### src/rtl/lsu_read_master.sv
// Load-side master for the single-beat read bus.
// It runs the address and data handshakes, extracts and extends the addressed field, and flags misalignment or timeout.
module lsu_read_master #(
  parameter int BITS_W         = 64,
  parameter int TIMEOUT_CYCLES = 255
) (
  input  logic              clk,
  input  logic              rst,
  input  logic              req_valid,
  output logic              req_ready,
  input  logic [BITS_W-1:0] req_addr,
  input  logic [2:0]        req_size,
  input  logic              req_signed,
  output logic              resp_valid,
  input  logic              resp_ready,
  output logic [BITS_W-1:0] resp_data,
  output logic              resp_err,
  output logic              busy,
  output logic [BITS_W-1:0] MEM_raddr,
  output logic [2:0]        MEM_rsize,
  output logic              MEM_raddr_valid,
  input  logic              MEM_raddr_ready,
  input  logic [BITS_W-1:0] MEM_rdata,
  input  logic              MEM_rdata_valid,
  output logic              MEM_rdata_ready
);

  typedef enum logic [1:0] {IDLE, ADDR, DATA, RESP} state_t;

  state_t            state;
  logic [4:0]        flags;
  logic              signed_q;
  logic [15:0]       tmo_cnt;
  logic              req_bad;
  logic              tmo_hit;
  logic [BITS_W-1:0] shifted;
  logic [BITS_W-1:0] extracted;

  // Handshake outputs are a pure function of the state being entered: {req_ready, busy, raddr_valid, rdata_ready, resp_valid}
  function automatic logic [4:0] decode(input state_t s);
    case (s)
      IDLE:    decode = 5'b10000;
      ADDR:    decode = 5'b01100;
      DATA:    decode = 5'b01010;
      RESP:    decode = 5'b01001;
      default: decode = 5'b10000;
    endcase
  endfunction

  assign {req_ready, busy, MEM_raddr_valid, MEM_rdata_ready, resp_valid} = flags;

  always_comb begin
    req_bad = 1'b0;
    case (req_size)
      3'd0:    req_bad = 1'b0;
      3'd1:    req_bad = req_addr[0];
      3'd2:    req_bad = |req_addr[1:0];
      3'd3:    req_bad = |req_addr[2:0];
      default: req_bad = 1'b1;
    endcase
  end

  // The counter spans both bus phases, so the abort fires on the last cycle that is still allowed
  assign tmo_hit = (tmo_cnt == 16'(TIMEOUT_CYCLES - 1));
  assign shifted = MEM_rdata >> {MEM_raddr[2:0], 3'b000};

  always_comb begin
    extracted = shifted;
    case (MEM_rsize[1:0])
      2'd0:    extracted = {{(BITS_W-8){signed_q & shifted[7]}}, shifted[7:0]};
      2'd1:    extracted = {{(BITS_W-16){signed_q & shifted[15]}}, shifted[15:0]};
      2'd2:    extracted = {{(BITS_W-32){signed_q & shifted[31]}}, shifted[31:0]};
      default: extracted = shifted;
    endcase
  end

  always_ff @(posedge clk) begin
    if (rst) begin
      state     <= IDLE;
      flags     <= decode(IDLE);
      MEM_raddr <= '0;
      MEM_rsize <= '0;
      signed_q  <= 1'b0;
      resp_data <= '0;
      resp_err  <= 1'b0;
      tmo_cnt   <= '0;
    end else begin
      case (state)
        IDLE: begin
          if (req_valid) begin
            MEM_raddr <= req_addr;
            MEM_rsize <= req_size;
            signed_q  <= req_signed;
            tmo_cnt   <= '0;
            if (req_bad) begin
              state     <= RESP;
              flags     <= decode(RESP);
              resp_data <= '0;
              resp_err  <= 1'b1;
            end else begin
              state <= ADDR;
              flags <= decode(ADDR);
            end
          end
        end
        ADDR: begin
          tmo_cnt <= tmo_cnt + 16'd1;
          if (MEM_raddr_ready) begin
            state <= DATA;
            flags <= decode(DATA);
          end else if (tmo_hit) begin
            state     <= RESP;
            flags     <= decode(RESP);
            resp_data <= '0;
            resp_err  <= 1'b1;
          end
        end
        DATA: begin
          tmo_cnt <= tmo_cnt + 16'd1;
          if (MEM_rdata_valid) begin
            state     <= RESP;
            flags     <= decode(RESP);
            resp_data <= extracted;
            resp_err  <= 1'b0;
          end else if (tmo_hit) begin
            state     <= RESP;
            flags     <= decode(RESP);
            resp_data <= '0;
            resp_err  <= 1'b1;
          end
        end
        RESP: begin
          if (resp_ready) begin
            state <= IDLE;
            flags <= decode(IDLE);
          end
        end
        default: begin
          state <= IDLE;
          flags <= decode(IDLE);
        end
      endcase
    end
  end

endmodule
### config.mk
export PLATFORM = sky130hd
export DESIGN_NAME = lsu_read_master
export DESIGN_NICKNAME = d
export VERILOG_FILES = /design/src/rtl/lsu_read_master.sv
export SDC_FILE = /design/constraint.sdc
export NUM_CORES = 1
export LEC_CHECK = 0
export ABC_AREA = 1
export CORE_ASPECT_RATIO = 0.6
export CORE_UTILIZATION = 47
export CTS_BUF_LIST = sky130_fd_sc_hd__clkbuf_4 sky130_fd_sc_hd__clkbuf_8 sky130_fd_sc_hd__clkbuf_16
export CTS_CLUSTER_SIZE = 8
export DETAILED_ROUTE_END_ITERATION = 12
export PLACE_DENSITY = 0.82
export SYNTH_ARGS = -nofsm -noshare
export SYNTH_HDL_FRONTEND = slang
export SYNTH_SLANG_ARGS = --single-unit
### constraint.sdc
create_clock -name clk -period 2.15 [get_ports clk]
set_clock_uncertainty 0.1 [all_clocks]
set_input_delay 0.645 -clock clk [delete_from_list [all_inputs] [get_ports clk]]
set_output_delay 0.645 -clock clk [all_outputs]
set_load 0.01 [all_outputs]
# After elaboration in Yosys (flattened, before gate mapping)

Cells that the tools add are included.

Input port bits: 138
Register bits: 156
Output and inout bits: 137

Shift operators: 1
Add/sub/neg operators: 1
Equality and inequality tests: 13
Reduce and logical (&&, ||, !) cells: 12
Bitwise gates (word level): 3
Multiplexer cells: 30

Operator list:

| cell                    | count |
|---|---|
| $pmux W64 S3            | 2 |
| $mux W64                | 5 |
| $shr A64 B6 Y64         | 1 |
| $pmux W16 S2            | 1 |
| $mux W5                 | 5 |
| $pmux W5 S4             | 1 |
| $add A16 B1 Y16 const B | 1 |
| $eq A16 B8 Y1 const B   | 1 |
| $mux W16                | 1 |
| $mux W2                 | 6 |
| $ne A2 B2 Y1 const B    | 4 |
| $pmux W2 S4             | 1 |
| $eq A2 B2 Y1 const B    | 3 |
| $eq A3 B2 Y1 const B    | 2 |
| $reduce_and A2 Y1       | 3 |
| $mux W1                 | 5 |
| $eq A2 B1 Y1 const B    | 2 |
| $logic_not A2 Y1        | 2 |
| $pmux W1 S4             | 1 |
| $reduce_and A4 Y1       | 1 |
| $reduce_or A2 Y1        | 2 |
| $and A1 B1 Y1           | 3 |
| $eq A3 B1 Y1 const B    | 1 |
| $logic_not A3 Y1        | 1 |
| 5 further kinds         | 5 |

# Logic depth before layout (Yosys ltp)

Gate-level depths: netlist of the first run.

Word-level depth: 5
Mapped depth: 13

# Least setup slack after synthesis of the first run

Ideal clock, no wire load.

Kind: input -> register
Start point: in rst
End point: reg flags[1]
Library setup time: 0.144 ns
Data required time: 1.906 ns
Path slack: 0.254 ns
Stages: 4
Arrival time: 1.652 ns
Cells stage by stage: clkbuf_1 > clkbuf_1 > clkbuf_1 > a21oi_1

RTL lines:

| element              | line | RTL |
|---|---|---|
| from (decl)          | 8    | `input logic rst,` |
| to (signal assigned) | 80   | `flags <= decode(IDLE);` |
| to (signal assigned) | 97   | `flags <= decode(RESP);` |
| to (signal assigned) | 102  | `flags <= decode(ADDR);` |
| to (decl)            | 31   | `logic [4:0] flags;` |

No word-level cell between the ends.

# Final worst setup path of the first run

Start point: reg flags[1]
End point: out MEM_rdata_ready

RTL lines:

| element   | line | RTL |
|---|---|---|
| to (decl) | 25   | `output logic MEM_rdata_ready` |

No word-level cell between the ends.

==> qor.yml, run 1 <==
port_buffers: 274
required_ns: 1.40
wl_met3_um: 3240
utilization_pct: 72.8
dp_cells: 1720
whs_ns: 0.364
dr.first_iter.drc_count: 1088
ys_seq_area_share_pct: 37.8
hold_path.class: "register to register"
gp_congestion: 0.949
start_util_pct: 48.0
fin_ws_ns: 0.0361
synthCells: 1209
place_area_mm2: 0.0116
syn_nets: 1353
vias: 9515
cts.sinks: 156
crit_slowest_cell: "clkdlybuf4s50_1"
root_buffer: "clkbuf_16"
cts_hold_buf: 0
gr-usage-all-layers_pct: 31.6
grt.overflow.total: 0
io_pins: 275
start_kind: "register"
multiInputGateArea_mm2: 0.00450
fin_nets: 1658
htreeDepth: 4
yosysWarnings: 0
met2_length_um: 12900
status: "finished, final reports clean"
grt_pass1_wl_um: 45400
antenna_found_initial: 0
finalMaxSlewViolations: 0
max_cap_violations: 0
dp_hpwl_um: 21500
clk_latency_ns: 0.42
end_kind: "primary output"
coreArea_mm2: 0.0172
num_rows: 37
wl_met1_um: 13000
worst-path-max-fanout: 3
die_w_um: 173
viasPerCell: 5.41
first_global_vias: 8738
die_h_um: 105
finalHoldViolations: 0
holdPathStages: 2
routed_wirelength_um: 29600
syn-mean-instance-area_um2: 6.83
fin_setup_tns_ns: 0
drive_above_1_share_pct: 16.0
top_layer_used: "met4"
antenna_cells: 0
die_area_mm2: 0.0181
r2r_cells: 8
p_leak_nw: 5.09
p_per_area_mw_per_mm2: 1100
finalWorstPathRequiredPeriod_ns: 2.11
numCtsBuffers: 17
power_mw: 13.8
synth_cell_types: 37
ant_nets: 0
path_clk_slew_ns: 0.07
synth-seq-cells: 156
max_stage_delay_ns: 0.56
cp.arrival_ns: 1.37
vdd.ir_drop.worst_mv: 0.878
final_common_cell: "nand2_1"
finalCritPeriodShare_pct: 98.3
crit_buf_inv: 1
crit_family: "buffers and inverters"
slew_headroom_pct: 61.5
worst_pin_slew_ns: 0.571
grt_max_degree: 74
yosys-top-cells-area: "dfxtp_1 38%, nand2_1 15%, o21ai_0 8.2%"
synth_edf_count: 0
ys.flop_type: "dfxtp_1"
path_depth: 1
timing.setup.critical_path_class: "register to primary output"
finalSetupViolCount: 0
yosysTopAreaCell: "dfxtp_1"
cts_tree: "built"
regArea_mm2: 0.00313
final_cell_mix: "318 x nand2_1, 261 x clkdlybuf4s50_1, 152 x nor2_1, 147 x dfxtp_1, 136 x o21ai_0"
drcViolationCount: 0
drt-pass1-iter-count: 7
area_delta_synth_final_pct: 51.6
postLayoutCellArea_mm2: 0.0125
routedWlPerCell_um: 16.8
syn_area_mm2: 0.00825
fill_cells: 1308
post-place-ws_ns: -0.410
ys_async_sr_fraction_pct: 0
max_freq_mhz: 473
synth_top_cell_area_share_pct: 37.8
layout.cells.non_filler: 1760
cts_buffer_depth: 2
crit_chain: "clkdlybuf4s50_1"
[cell families (layout without fill, tap and decap cells)]
logic type	Yosys count	after routing	share of synthesized area, %
adder cells (fa/ha/maj)	6	6	0.910
flip-flops	156	156	37.8
AND/OR/NAND/NOR	608	608	32.8
AO/OA/AOI/OAI	297	297	20.2
buffers and inverters	142	459	8.26
[cell usage after synthesis, drive strengths merged (4+ instances only)]
| master | n |
|---|---|
| nor2 | 159 |
| or2 | 4 |
| dfxtp | 156 |
| nor3 | 7 |
| clkbuf | 38 |
| o21ai | 159 |
| buf | 45 |
| nand2 | 329 |
| a21oi | 118 |
| o211ai | 6 |
| inv | 58 |
| o221ai | 7 |
| ha | 6 |
| nand3 | 104 |
| o31ai | 4 |
[state kept, by name (all words and copies together), names as in the netlist]
name	cells
MEM_raddr	64
tmo_cnt	16
signed_q	1
MEM_rsize	3
resp_err	1
flags	5
resp_data	64
state	2
[power by group]
part / internal [mW] / total [mW] / switching, mW
registers: 3.38 / 3.70 / 0.313
clock network: 1.99 / 3.20 / 1.20
logic: 2.88 / 6.86 / 3.99
total: 8.25 / 13.8 / 5.50
[per-layer routing]
metal | vias to the layer above | track usage, %
met4 | 0 | 7.90
met3 | 47 | 11.0
li1 | 4583 | -
met5 | - | 0
met2 | 475 | 47.3
met1 | 4410 | 43.0
[path summary, 6_finish.rpt]
| check | endpoint | slack [ns] | from |
|---|---|---|---|
| min | resp_data[6] | 0.36 | resp_data[6] |
| max | MEM_rdata_ready | 0.04 | flags[1] |
| min reg2reg | resp_data[6] | 0.36 | resp_data[6] |
| max reg2reg | resp_data[23] | 0.08 | MEM_raddr[1] |
[cell type report]
type                            count  area share [%]
Clock buffer                       20            3.63
Inverter                           59            1.79
Clock inverter                     11            1.35
Multi-Input combinational cell    911            35.9
Timing Repair Buffer              369            29.9
Tap cell                          234            2.34
Sequential cell                   156            25.1
[what timing repair did]
item | 4_1_cts | 5_1_grt
setup endpoints to repair | 7 | 76
pin swaps | 0 | 6
gates resized for setup | 7 | 24
cloned | 0 | 5
setup buffers | 0 | 4
No activity file was read; power rests on OpenSTA's default activity.
==> inputs of run 2 (changes only) <==
--- a/config.mk
+++ b/config.mk
@@ -7,11 +7,12 @@
 export LEC_CHECK = 0
 export ABC_AREA = 1
 export CORE_ASPECT_RATIO = 0.6
-export CORE_UTILIZATION = 47
+export CORE_UTILIZATION = 45
 export CTS_BUF_LIST = sky130_fd_sc_hd__clkbuf_4 sky130_fd_sc_hd__clkbuf_8 sky130_fd_sc_hd__clkbuf_16
 export CTS_CLUSTER_SIZE = 8
 export DETAILED_ROUTE_END_ITERATION = 12
-export PLACE_DENSITY = 0.82
+export PLACE_DENSITY = 0.79
+export SETUP_SLACK_MARGIN = 0.15
 export SYNTH_ARGS = -nofsm -noshare
 export SYNTH_HDL_FRONTEND = slang
 export SYNTH_SLANG_ARGS = --single-unit
==> qor.yml, run 2 (synthesis results as in run 1) <==
fin_nets: 1675  # +1.0%
hold_path.class: "register to register"
regArea_mm2: 0.00314  # about the same
grt_max_degree: 74  # unchanged
die_area_mm2: 0.0189  # +4.4%
antenna_found_initial: 1  # +1
crit_path_end: "resp_data[61]"
p_seq_share_pct: 26.5  # -0.4 points
finalMaxSlewViolations: 0  # unchanged
layout.cells.non_filler: 1776  # +0.91%
power_mw: 13.9  # +1.3%
io_pins: 275  # unchanged
vias: 9558  # +0.45%
drcViolationCount: 0  # unchanged
crit_chain: "clkdlybuf4s50_1 > nand2_1 > nand3_1 > nand3_2 > nand2_4 > nand2_4 > nand2_4 > inv_4 > nand2_8 > buf_12 > nand3_2 > a21oi_2"
port_buffers: 274  # unchanged
crit_family: "simple AND/OR/NAND/NOR gates"
ant_nets: 0  # unchanged
drive_above_1_share_pct: 18.1  # +2.1 points
area_delta_synth_final_pct: 52.7
clock_power_share_pct: 22.2  # -1.1 points
end_kind: "register"
fin_ws_ns: 0.181  # +0.145 ns
max_cap_violations: 0  # unchanged
p_comb_share_pct: 51.3  # +1.4 points
viasPerCell: 5.38  # -0.45%
p_int_mw: 8.25  # about the same
cp.arrival_ns: 2.21  # +0.84 ns
slew_headroom_pct: 72.1  # +11 points
worstReg2RegEnd: "resp_data[18]"
r2r_cells: 8  # unchanged
cts_buffer_depth: 2  # unchanged
grt.overflow.total: 0  # unchanged
p_leak_nw: 5.72  # +12%
worst-path-max-fanout: 7  # +4
crit_slowest_cell: "clkdlybuf4s50_1"
numCtsBuffers: 17  # unchanged
routedWlPerCell_um: 17.3  # +2.9%
cts_tree: "built"
num_rows: 37  # unchanged
die_w_um: 177  # +2.2%
max_stage_delay_ns: 0.49  # -0.07 ns
utilization_pct: 71.8  # -1.0 points
finalHoldViolations: 0  # unchanged
cpMostUsedCell: "nand2_4"
status: "finished, final reports clean"
drt-pass1-iter-count: 5  # -2
root_buffer: "clkbuf_16"
cts.sinks: 156  # unchanged
max_freq_mhz: 508  # +7.4%
gr-usage-all-layers_pct: 31.3  # -0.21 points
path_depth: 12  # +11
fill_cells: 1472  # +13%
htreeDepth: 4  # unchanged
post-place-ws_ns: -0.468  # -0.0575 ns
switching_share_pct: 40.8  # +0.80 points
start_kind: "primary input"
path_clk_slew_ns: 0.06  # about the same
finalCritPeriodShare_pct: 91.6  # -6.7 points
timing.setup.critical_path_class: "primary input to register"
grt_pass1_wl_um: 46200  # +1.6%
gp_congestion: 0.949  # about the same
p_per_area_mw_per_mm2: 1110  # +0.57%
worst_pin_slew_ns: 0.415  # -0.156 ns
reg_top3: "MEM_raddr x64, resp_data x64, tmo_cnt x16"
final_cell_mix: "313 x nand2_1, 152 x nor2_1, 148 x dfxtp_1, 139 x dlygate4sd2_1, 133 x o21ai_0"
dr.first_iter.drc_count: 998  # -8.3%
routed_wirelength_um: 30800  # +3.9%
required_ns: 2.39  # +0.99 ns
first_global_vias: 8778  # +0.46%
multiInputGateArea_mm2: 0.00461  # +2.5%
reg2reg_slack_ns: 0.21  # +0.13 ns
final_common_cell: "nand2_1"
critPathLaunch: "MEM_rdata[15]"
dp_cells: 1727  # +0.41%
start_util_pct: 47.0  # -1.0 points
die_h_um: 107  # +2.2%
r2r_start: "MEM_raddr[1]"
coreArea_mm2: 0.0175  # +2.2%
clk_latency_ns: 0.42  # about the same
vdd.ir_drop.worst_mv: 0.997  # +14%
finalWorstPathRequiredPeriod_ns: 1.97  # -0.145 ns
crit_buf_inv: 3  # +2
finalSetupViolCount: 0  # unchanged
antenna_cells: 0  # unchanged
dp_hpwl_um: 21600  # +0.50%
rsz0062_at_grt: "false"
power_switching_mw: 5.69  # +3.3%
run 2: tightest hold or removal path, cell delays in order, from the launching register on:
cell,delay (ns)
dfxtp_1,0.30
nand2_1,0.06
a21oi_1,0.05
run 2: final cells by class:
| cell class | instances | area share [%] |
|---|---|---|
| inverter | 59 | 1.84 |
| timing repair buffer | 386 | 29.7 |
| sequential | 156 | 24.9 |
| clock inverter | 8 | 0.933 |
| clock buffer | 22 | 3.77 |
| tap | 234 | 2.32 |
| multi-input combinational | 911 | 36.6 |
run 2: worst min path at each step:
stage                        startpoint             to  slack, ns  cells past startpoint
after CTS                 resp_data[27]  resp_data[27]       0.36                      2
after detailed placement   resp_data[8]   resp_data[8]       0.36                      2
final                     resp_data[14]  resp_data[14]       0.36                      2
after global routing      resp_data[14]  resp_data[14]       0.38                      2
after global placement       tmo_cnt[4]     tmo_cnt[4]       0.35                      1
after floorplan              tmo_cnt[4]     tmo_cnt[4]       0.34                      1
run 2: timing repair:
action	in CTS	in global routing
setup buffers	6	6
gates resized for setup	155	53
gates cloned	3	4
setup endpoints to repair	204	73
pin swaps	4	13
hold buffers	0	0
run 2: per-layer routing:
layer  global-route usage, %  part of all wire (%)  up-vias
li1                        -                     -     4626
met1                    44.3                    44     4359
met2                    46.1                    43      512
met3                    9.26                    11       61
met4                    8.13                   1.9        0
met5                       0                     0        -
run 2: stage by stage:
step                instance area (um^2)  hold WS, ns  TNS (ns)
floorplan                           8250        0.343         0
global placement                   11700        0.354    -26.76
detailed placement                 11700        0.357    -29.65
CTS                                12300        0.364         0
global route                       12600        0.377         0
finish                             12600        0.360         0
run 2: power groups by stage:
stage               combinational (mW)  clock (mW)  sequential [mW]
floorplan                         3.50           0             3.90
global placement                  6.60           0             3.71
detailed placement                6.67           0             3.74
CTS                               6.58        3.11             3.67
global route                      7.68        3.24             3.75
finish                            7.15        3.09             3.70
==> inputs of run 3 (changes only) <==
--- a/config.mk
+++ b/config.mk
@@ -9,7 +9,6 @@
 export CORE_ASPECT_RATIO = 0.6
 export CORE_UTILIZATION = 45
 export CTS_BUF_LIST = sky130_fd_sc_hd__clkbuf_4 sky130_fd_sc_hd__clkbuf_8 sky130_fd_sc_hd__clkbuf_16
-export CTS_CLUSTER_SIZE = 8
 export DETAILED_ROUTE_END_ITERATION = 12
 export PLACE_DENSITY = 0.79
 export SETUP_SLACK_MARGIN = 0.15
==> results of run 3 <==
Final layout, timing and power as in run 2 (identical DEF).
